===== src/rtl/fetch_pkg.sv =====
// Shared types and constants for the instruction-fetch stage.
package fetch_pkg;

  typedef enum logic [2:0] {
    IDLE,
    REQ,
    WAIT,
    EXEC,
    HALT
  } fetch_state_t;

  // RV32 addi x0,x0,0
  localparam logic [31:0] FETCH_NOP      = 32'h0000_0013;
  localparam logic [31:0] FETCH_RESET_PC = 32'h0000_0000;

endpackage


===== src/rtl/fetch_unit.sv =====
// Instruction-fetch stage: owns the PC, fetches one word per instruction and feeds the core.
// Optional FETCH_MISALIGN_TRAP_EN: a misaligned next_pc halts fetch and raises fetch_fault.
module fetch_unit
  import fetch_pkg::*;
#(
  parameter logic [31:0] RESET_PC  = FETCH_RESET_PC,
  parameter logic [31:0] NOP_INSTR = FETCH_NOP,
  parameter int unsigned CNT_WIDTH = 32
) (
  input  logic                 clk,
  input  logic                 rst,
  input  logic                 fetch_en,
  output logic                 imem_req_valid,
  input  logic                 imem_req_ready,
  output logic [31:0]          imem_req_addr,
  input  logic                 imem_resp_valid,
  input  logic [31:0]          imem_resp_data,
  output logic [31:0]          instruction,
  output logic [31:0]          pc,
  input  logic [31:0]          next_pc,
  output logic                 retire,
  output logic [CNT_WIDTH-1:0] retired_count,
  output logic                 fetch_fault
);

  fetch_state_t         state;
  logic [31:0]          pc_q;
  logic [31:0]          instr_q;
  logic [CNT_WIDTH-1:0] cnt_q;
`ifdef FETCH_MISALIGN_TRAP_EN
  logic                 fault_q;
`endif

  // Outputs decode the state register only, so reset clears them without a clock edge.
  assign imem_req_valid = (state == REQ);
  assign imem_req_addr  = pc_q;
  assign retire         = (state == EXEC);
  assign instruction    = (state == EXEC) ? instr_q : NOP_INSTR;
  assign pc             = pc_q;
  assign retired_count  = cnt_q;
`ifdef FETCH_MISALIGN_TRAP_EN
  assign fetch_fault    = fault_q;
`else
  assign fetch_fault    = 1'b0;
`endif

  always_ff @(posedge clk or posedge rst) begin
    if (rst) begin
      state   <= IDLE;
      pc_q    <= RESET_PC;
      instr_q <= NOP_INSTR;
      cnt_q   <= '0;
`ifdef FETCH_MISALIGN_TRAP_EN
      fault_q <= 1'b0;
`endif
    end else begin
      unique case (state)
        IDLE: begin
          if (fetch_en) state <= REQ;
        end
        REQ: begin
          if (imem_req_ready) state <= WAIT;
        end
        WAIT: begin
          if (imem_resp_valid) begin
            instr_q <= imem_resp_data;
            state   <= EXEC;
          end
        end
        EXEC: begin
          cnt_q <= cnt_q + CNT_WIDTH'(1);
`ifdef FETCH_MISALIGN_TRAP_EN
          pc_q <= next_pc;
          if (next_pc[1:0] != 2'b00) begin
            fault_q <= 1'b1;
            state   <= HALT;
          end else begin
            state <= fetch_en ? REQ : IDLE;
          end
`else
          pc_q  <= next_pc & 32'hFFFF_FFFC;
          state <= fetch_en ? REQ : IDLE;
`endif
        end
`ifdef FETCH_MISALIGN_TRAP_EN
        HALT: begin
          state <= HALT;
        end
`endif
        default: begin
          state <= IDLE;
        end
      endcase
    end
  end

endmodule


===== config.mk =====
export PLATFORM = sky130hd
export DESIGN_NAME = fetch_unit
export DESIGN_NICKNAME = d
export VERILOG_FILES = /design/src/rtl/fetch_pkg.sv /design/src/rtl/fetch_unit.sv
export SDC_FILE = /design/constraint.sdc
export NUM_CORES = 1
export LEC_CHECK = 0
export CAP_MARGIN = 20
export CORE_MARGIN = 2
export CORE_UTILIZATION = 38
export DETAILED_ROUTE_END_ITERATION = 10
export PLACE_DENSITY = 0.79
export SLEW_MARGIN = 15
export SYNTH_ARGS = -nofsm -noshare
export SYNTH_HDL_FRONTEND = slang
export SYNTH_SLANG_ARGS = --single-unit

===== constraint.sdc =====
create_clock -name clk -period 3.85 [get_ports clk]
set_input_delay 1.155 -clock clk [delete_from_list [all_inputs] [get_ports clk]]
set_output_delay 1.155 -clock clk [all_outputs]
set_load 0.05 [all_outputs]

======== Yosys cells after proc, flatten, opt, wreduce, memory -nomap -nowiden ========
Index checks and enable logic that the tools add are counted.
word-level totals
  word-level logic and storage cells ...... 20
  output and inout port bits .............. 131
  input bits .............................. 69
  bits in registers ....................... 97
operators by class
  add/sub/neg operators ................... 1
  reductions and logical operators ........ 3
  eq/ne operators ......................... 6
  mux-type cells .......................... 6
operators with widths
  cell                   count
  $add 32x1->32 const B  1
  $mux 32                1
  $pmux 3 s4             1
  $mux 3                 3
  $eq 3x2->1 const B     2
  $ne 2x2->1 const B     2
  $eq 3x1->1 const B     1
  $logic_not 3->1        1
  $reduce_and 3->1       1
  $ne 2x1->1 const B     1
  $reduce_and 2->1       1
  $mux 1                 1

======== Longest topological paths before layout ========
  depth after elaboration ................. 3
  depth in mapped cells ................... 6
  mapped depth without buffers ............ 5

======== Least setup slack after synthesis ========
No wires, ideal clock.
  path type ............................... reg2out
  from .................................... register state[0]
  to ...................................... output port instruction[11]
  stages on the path, launching flop included .. 6
  buffers on the path ..................... 3
  arrival ................................. 1.947 ns
  path slack .............................. 0.748 ns
  cell sequence ........................... dfrtp_1 -> ha_1 -> buf_2 -> buf_2 -> clkbuf_1 -> and2_1
on the way
  cells in the longest elaborated chain, start to end .. 2
RTL lines
  what                      RTL line          source
  start: declaration        fetch_unit.sv:26  fetch_state_t state;
  start signal: assignment  fetch_unit.sv:82  state <= fetch_en ? REQ : IDLE;
  $eq 3x2->1                -
  via retire                fetch_unit.sv:21  output logic retire,
  $mux 32                   fetch_unit.sv:38  assign instruction = (state == EXEC) ? instr_q : NOP_INSTR;
  end: declaration          fetch_unit.sv:18  output logic [31:0] instruction,
The timed path passes the listed nets, and every way through them passes these cells.

======== Worst setup path in the final report ========
  from .................................... register state[0]
  to ...................................... output port instruction[28]
on the way
  cells in the longest elaborated chain, start to end .. 2
RTL lines
  what        RTL line
  $eq 3x2->1  fetch_unit.sv:38
  $mux 32     fetch_unit.sv:38
No other way between the ends.

==> out/qor.yml <==
final_cell_mix: "192 x clkdlybuf4s50_1, 93 x dfrtp_1, 63 x mux2_2"
antenna_found_initial: 0
max_freq_ghz: 0.281
ctsHoldBuffers: 0
skew_ps: 9.12
end_kind: "output pin"
ir_drop_uv: 638
timing.final.crit_share_pct: 92.4
ys_seq_area_share_pct: 54.8
cts_tree: "built"
drt_iter0_drc: 77
die_w_um: 111
synth-seq-cells: 96
drc: 0
min_path_type: "flip-flop to flip-flop"
final_cells: 656
path_max_fanout: 38
status: "completed"
cts.clk_slew.worst_paths_ps: 60
nNetsFinal: 582
post_cts_buffers: 0
core_area_um2: 11300
grt_pass1_vias: 3336
die_h_um: 111
syn-instance-count: 341
groute.usage.overall_pct: 16.7
post-route-min-period_ps: 3560
cellPowerDensity_nw_per_um2: 947
final_layout_size_suffix_gt1_share_pct: 18.7
antennaDiodeCount: 0
root_buffer: "clkbuf_16"
post_drt_wl_per_cell_um: 15.4
syn_area_per_cell_um2: 12.9
gp_congestion: 0.736
grt_max_degree: 87
ant_nets: 0
path_class: "flip-flop to output pin"
syn2layout_area_growth_pct: 49.2
num-fill-cells: 954
final_hold_viol_count: 0
setup_viol: 0
ys.warnings.count: 0
p_leak_nw: 2.75
drt_wl_total_mm: 10.1
synth.distinct_cells: 33
clk_latency_ps: 340
startpoint_type: "flip-flop"
required_ps: 2690
io_buffer_count: 192
die_area_um2: 12400
relSlewSlack_pct: 48.7
drv_cap: 0
rows: 39
rsz0062_at_grt: "false"
final_max_slew_viol_count: 0
htreeDepth: 3
io_pins: 200
netlist_area_um2: 4390
routed-via-count: 3170
firstDrtPassIters: 4
cts_resized: 0
final_common_cell: "clkdlybuf4s50_1"
grt_pass1_wl_mm: 16.6
clkSinkCount: 96
p_total_mw: 6.20
fin_ws_ps: 292
numCtsBuffers: 9
dpl.cell_count: 640
cts_max_path_buffers: 2
worst_slew_pin_slew_ps: 770
initial_utilization_pct: 38.8
setup_tns_ps: 0
dp_hpwl_mm: 7.49
critPathArrivalTime_ps: 2400
place_ws_ps: 615
vias_per_cell: 4.83
overflow: 0
==> cell usage after synthesis <==
cell / n / area [um^2]
dfrtp_1: 93 / 2330
mux2_2: 63 / 709
buf_4: 35 / 263
and2_1: 30 / 188
xnor2_1: 26 / 228
nand4_1: 13 / 81.3
nand3_1: 11 / 55.1
nand2_1: 9 / 33.8
inv_1: 6 / 22.5
and3_1: 5 / 31.3
clkbuf_1: 5 / 18.8
ha_1: 5 / 62.6
xor2_1: 5 / 43.8
nor2_1: 4 / 15.0
and4_1: 3 / 26.3
buf_1: 3 / 11.3
buf_2: 3 / 15.0
dfstp_2: 3 / 78.8
nand2b_1: 3 / 18.8
nor3_1: 2 / 10.0
nor4_4: 2 / 42.5
a211oi_1: 1 / 7.51
a21oi_1: 1 / 5.00
a222oi_1: 1 / 10.0
conb_1: 1 / 3.75
inv_4: 1 / 6.26
nand3_2: 1 / 10.0
nand4_2: 1 / 12.5
nand4_4: 1 / 21.3
nor2_2: 1 / 6.26
nor4_1: 1 / 6.26
nor4_2: 1 / 12.5
o21ai_0: 1 / 5.00
==> per-stage QoR <==
step / cell area [um^2] / utilization, % / hold slack (ps)
after floorplan: 4400 / - / 471
after global placement: 6250 / 55.2 / 464
after detailed placement: 6250 / 55.2 / 481
after CTS: 6550 / 57.8 / 490
after global routing: 6550 / 57.8 / 498
final: 6550 / 57.8 / 477
==> worst max-delay path, stage by stage, from the launching register on <==
cell,delay [ps]
dfrtp_1,400
ha_2,600
and2_1,230
clkdlybuf4s50_1,830
==> area by class of cell <==
cell class / count / area, um^2 / area share (%)
clock inverters: 3 / 40.0 / 0.611
multi-input cells: 196 / 1660 / 25.4
inverters: 7 / 33.8 / 0.516
repair buffers: 198 / 1970 / 30.0
clock buffers: 13 / 260 / 3.97
flip-flops and latches: 96 / 2410 / 36.7
well taps: 143 / 179 / 2.73
==> state kept, by name, summed over array words and instances (netlist names) <==
register,count
instr_q,32
retired_count,32
imem_req_addr,30
state,2
==> routing by layer <==
layer | vias up | track usage, % | share of wire, %
li1 | 1457 | - | -
met1 | 1554 | 19.3 | 39
met2 | 139 | 27.7 | 50
met3 | 20 | 6.31 | 8.8
met4 | 0 | 7.49 | 2.3
met5 | - | 0 | 0
==> power breakdown <==
group,leakage [nW],internal (mW),switching (mW),total (mW)
registers,1.19,1.40,0.265,1.67
clock network,0.150,0.537,0.359,0.896
logic,1.41,1.34,2.30,3.64
==> final timing paths <==
kind / startpoint / endpoint / slack [ps] / depth (start not counted)
max: state[0]$_DFFE_PP0P_ / instruction[28] / 290 / 3
min: retired_count[31]$_DFFE_PP0N_ / retired_count[31]$_DFFE_PP0N_ / 480 / 1
max reg2reg: state[0]$_DFFE_PP0P_ / retired_count[30]$_DFFE_PP0N_ / 1340 / 6
min reg2reg: retired_count[31]$_DFFE_PP0N_ / retired_count[31]$_DFFE_PP0N_ / 480 / 1
max in group asynchronous: rst / instr_q[9]$_DFFE_PP0P_ / 1870 / 3
min in group asynchronous: rst / imem_req_addr[14]$_DFFE_PP0N_ / 1360 / 2
==> cell families after synthesis <==
family,synth area share (%)
AO/OA/AOI/OAI,0.627
XOR/XNOR,6.19
adder cells (fa/ha/maj),1.43
other,0.0855
flip-flops,54.8
multiplexers,16.2
buffers and inverters,7.67
AND/OR/NAND/NOR,13.0
No activity file was read; power rests on OpenSTA's default activity.
